File: src/rtl/demux_seq.sv
// Serial-to-parallel channel demultiplexer with an auto-advancing channel counter.
// Optional macro DEMUX_SEQ_SHADOW_EN double-buffers q and updates it once per frame.
module demux_seq (
  input  logic       clk,
  input  logic       reset,
  input  logic       d,
  input  logic       strobe,
  input  logic       ng,
  input  logic       load,
  input  logic [2:0] sel,
  input  logic       clr,
  output logic [7:0] q,
  output logic [2:0] ch,
  output logic       frame
);

  logic [7:0] q_r;
  logic [2:0] ch_r;
  logic       frame_r;
  logic       gate_s;
  logic       wr_s;
  logic       ld_s;
  logic [2:0] target_s;
  logic [7:0] base_s;
  logic [7:0] next_bits_s;

`ifdef DEMUX_SEQ_SHADOW_EN
  logic [7:0] shadow_r;
  assign base_s = shadow_r;
`else
  assign base_s = q_r;
`endif

  // Decode this edge's write/load and the bit image after the write.
  // The (x | ~x) terms make an unknown strobe or load poison the gate in simulation.
  always_comb begin
    gate_s      = ~ng & (strobe | ~strobe) & (load | ~load);
    wr_s        = strobe & gate_s;
    ld_s        = load & gate_s;
    if (ld_s) begin
      target_s = sel;
    end else begin
      target_s = ch_r;
    end
    next_bits_s           = base_s;
    next_bits_s[target_s] = d;
  end

  // Channel, data and frame state; reset beats clr beats write/load beats hold.
  always_ff @(posedge clk) begin
    if (reset) begin
      q_r     <= 8'h00;
      ch_r    <= 3'd0;
      frame_r <= 1'b0;
`ifdef DEMUX_SEQ_SHADOW_EN
      shadow_r <= 8'h00;
`endif
    end else if (clr) begin
      q_r     <= 8'h00;
      ch_r    <= 3'd0;
      frame_r <= 1'b0;
`ifdef DEMUX_SEQ_SHADOW_EN
      shadow_r <= 8'h00;
`endif
    end else if (wr_s) begin
      ch_r    <= target_s + 3'd1;
      frame_r <= (target_s == 3'd7);
`ifdef DEMUX_SEQ_SHADOW_EN
      shadow_r <= next_bits_s;
      // Publish the completed frame, channel 7 included, together with frame.
      if (target_s == 3'd7) begin
        q_r <= next_bits_s;
      end else begin
        q_r <= q_r;
      end
`else
      q_r <= next_bits_s;
`endif
    end else if (ld_s) begin
      ch_r    <= sel;
      frame_r <= 1'b0;
    end else begin
      frame_r <= 1'b0;
    end
  end

  assign q     = q_r;
  assign ch    = ch_r;
  assign frame = frame_r;

endmodule

File: config.mk
export PLATFORM = sky130hd
export DESIGN_NAME = demux_seq
export DESIGN_NICKNAME = d
export VERILOG_FILES = /design/src/rtl/demux_seq.sv
export SDC_FILE = /design/constraint.sdc
export NUM_CORES = 1
export LEC_CHECK = 0
export CAP_MARGIN = 30
export CORE_AREA = 2 2 42 44
export CTS_CLUSTER_SIZE = 20
export DETAILED_ROUTE_END_ITERATION = 6
export DIE_AREA = 0 0 44 46
export PLACE_DENSITY = 0.82
export SLEW_MARGIN = 40
export SYNTH_ARGS = -nofsm -noshare
export SYNTH_HDL_FRONTEND = slang
export SYNTH_SLANG_ARGS = --single-unit
export TNS_END_PERCENT = 50
File: constraint.sdc
create_clock -name clk -period 2.07 [get_ports clk]
set_input_delay 0.414 -clock clk [delete_from_list [all_inputs] [get_ports clk]]
set_output_delay 0.414 -clock clk [all_outputs]
set_load 0.005 [all_outputs]
==> results_dict.tcl <==
set metrics [dict create \
    cts_made_buffers 3 \
    ant_nets 0 \
    synth_nets 86 \
    coreArea_sq_mm 0.00161 \
    cts_setup_buffers 0 \
    drt_pass1_iterations 4 \
    area_delta_synth_final_pct 43.9 \
    synthCells 76 \
    routabilityCongestion 0.783 \
    netlist_area_sq_um 653 \
    setup_violations 0 \
    die_area_sq_mm 0.00202 \
    seq_area_frac_synth_pct 36.8 \
    maxCapViolCount 0 \
    drtIter0Drc 11 \
    num_vias 618 \
    die_h_microns 46 \
    placedCellCount 117 \
    cts_max_path_buffers 2 \
    grt_overflow 0 \
    drt-vias-per-instance 5.11 \
    ir_worst_vdd_mv 0.291 \
    nets 115 \
    rsz0062_at_grt "false" \
    hold_ws_ns 0.462 \
    required_ns 2.28 \
    postCtsResizedCells 0 \
    cts_root_buffer "clkbuf_4" \
    drt-total-wl_mm 1.39 \
    post-dp-hpwl_mm 1.09 \
    post-route-util_pct 58.2 \
    drc 0 \
    p_leak_nw 0.401 \
    end_kind "flop" \
    cellPowerDensity_mw_per_mm2 539 \
    synth_seq_cells 12 \
    start_kind "input pin" \
    routedWlPerCell_microns 11.5 \
    fp.dieW_microns 44 \
    p_int_uw 384 \
    initial_utilization_pct 40.5 \
    cts.sinks 12 \
    fin_ws_ns 0.366 \
    grt_max_degree 10 \
    clk_pin_slew_ns 0.08 \
    fin_area_sq_um 940 \
    timing.fmax_mhz 587 \
    crit_chain "clkdlybuf4s50_1, nand2b_1, mux2_2, nand2_1, mux2i_1" \
    switchingPower_uw 123 \
    layout-drive-gt1-share_pct 12.5 \
    stdcell_count 121 \
    final_hold_viol_count 0 \
    outcome "complete, no violations" \
    p_clk_share_pct 37.9 \
    seq_power_share_pct 46.6 \
    grtUsageTotal_pct 15.6 \
    cp_max_fo 9 \
    fin_worst_skew_ns 0.00561 \
    antenna_found_initial 0 \
    swShare_pct 24.3 \
    insertion_delay_ns 0.28 \
    post_dp_cell_area_sq_um 903 \
    comb_power_share_pct 15.5 \
    hold_buffers 0 \
    period_share_pct 82.3 \
    synth.distinct_cells 25 \
    min_period_ns 1.70 \
    avgSynthCellArea_sq_um 8.59 \
    crit_slowest_cell "clkdlybuf4s50_1" \
    tightest_slew_ns 0.432 \
    pin_count 22 \
    slew_viol_final 0 \
    htreeDepth 1 \
    dp_slack_ns 0.0814 \
    diodes 0 \
    rows 15 \
    grt_pass1_vias 566 \
    cp.arrival_ns 1.92 \
    path_class "in -> reg" \
    grt_pass1_wl_mm 2.24 \
    hp-class "reg -> reg" \
    cpPeakStageDelay_ns 0.47 \
    total_power_uw 507 \
    tritoncts "built" \
    portBuffers 21 \
    ys_warn_count 0 \
    max-slew-margin-rel_pct 71.2 \
    tns_ns 0 \
]
## worst max-delay path, delay by kind of cell
family / cells / cell delay, ns
multiplexers: 2 / 0.58
AND/OR/NAND/NOR: 2 / 0.45
buffers and inverters: 1 / 0.47
## Yosys cell counts
cell	count	area, sq um
nand2_1	19	71.3
nor3b_1	2	15.0
nand3_2	1	10.0
o21ai_0	1	5.00
mux2_2	1	11.3
nand2b_1	2	12.5
dfxtp_1	12	240
a31o_2	1	8.76
mux2i_4	1	22.5
o31ai_1	1	7.51
nor3_1	1	5.00
nor4bb_1	1	10.0
and3_1	1	6.26
inv_1	1	3.75
buf_6	1	11.3
o211ai_1	1	7.51
and2b_1	1	7.51
a21o_1	1	7.51
nor2_1	9	33.8
o21ai_1	1	5.00
and2_1	1	6.26
mux2i_1	12	120
or2_2	1	6.26
xor2_1	1	8.76
a21oi_1	2	10.0
## power groups by stage
stage,clock network [mW],logic (mW),registers [mW]
floorplan,0,0.0393,0.241
global placement,0,0.0770,0.242
detailed placement,0,0.0782,0.242
CTS,0.194,0.0793,0.236
global route,0.203,0.0858,0.237
finish,0.192,0.0786,0.236
## worst paths after layout
| kind | startpoint | endpoint | slack (ns) | cells past startpoint |
|---|---|---|---|---|
| max | ng | q[1]$_SDFFE_PP0P_ | 0.37 | 5 |
| min | q[6]$_SDFFE_PP0P_ | q[6]$_SDFFE_PP0P_ | 0.46 | 2 |
| max reg2reg | ch[0]$_SDFF_PP0_ | ch[1]$_SDFF_PP0_ | 0.89 | 5 |
| min reg2reg | q[6]$_SDFFE_PP0P_ | q[6]$_SDFFE_PP0P_ | 0.46 | 2 |
## sequential cells by signal (all words and copies together) (netlist names)
signal / cells
frame: 1
q: 8
ch: 3
## cells by family (layout without fill, tap and decap cells)
group / count (synthesis) / in the layout / share of synthesized area (%)
XOR/XNOR: 1 / 1 / 1.34
flip-flops: 12 / 12 / 36.8
buffers and inverters: 2 / 30 / 2.30
AND/OR/NAND/NOR: 39 / 39 / 28.2
multiplexers: 14 / 14 / 23.6
AO/OA/AOI/OAI: 8 / 8 / 7.85
## cell usage in the layout, fill, tap and decap left out, types with 2 or more instances in the layout
master           count
a21oi_1              2
clkdlybuf4s50_1     21
nand2b_1             2
mux2i_1             12
nor2_1               9
nor3b_1              2
dfxtp_1             12
clkbuf_4             3
buf_4                4
nand2_1             19
## routing by layer
metal	vias to the layer above	track usage, %	part of all wire, %	wire length (microns)
li1	314	-	-	-
met1	285	17.0	44	618
met5	-	0	0	0
met4	0	13.3	2.7	38
met2	15	25.6	49	682
met3	4	3.17	3.7	51
## area by class of cell
class | count | area [sq um]
Sequential cell | 12 | 240
Tap cell | 17 | 21.3
Fill cell | 147 | 674
Multi-Input combinational cell | 62 | 398
Timing Repair Buffer | 25 | 240
Clock buffer | 4 | 36.3
Inverter | 1 | 3.75
No activity file was read; power rests on OpenSTA's default activity.
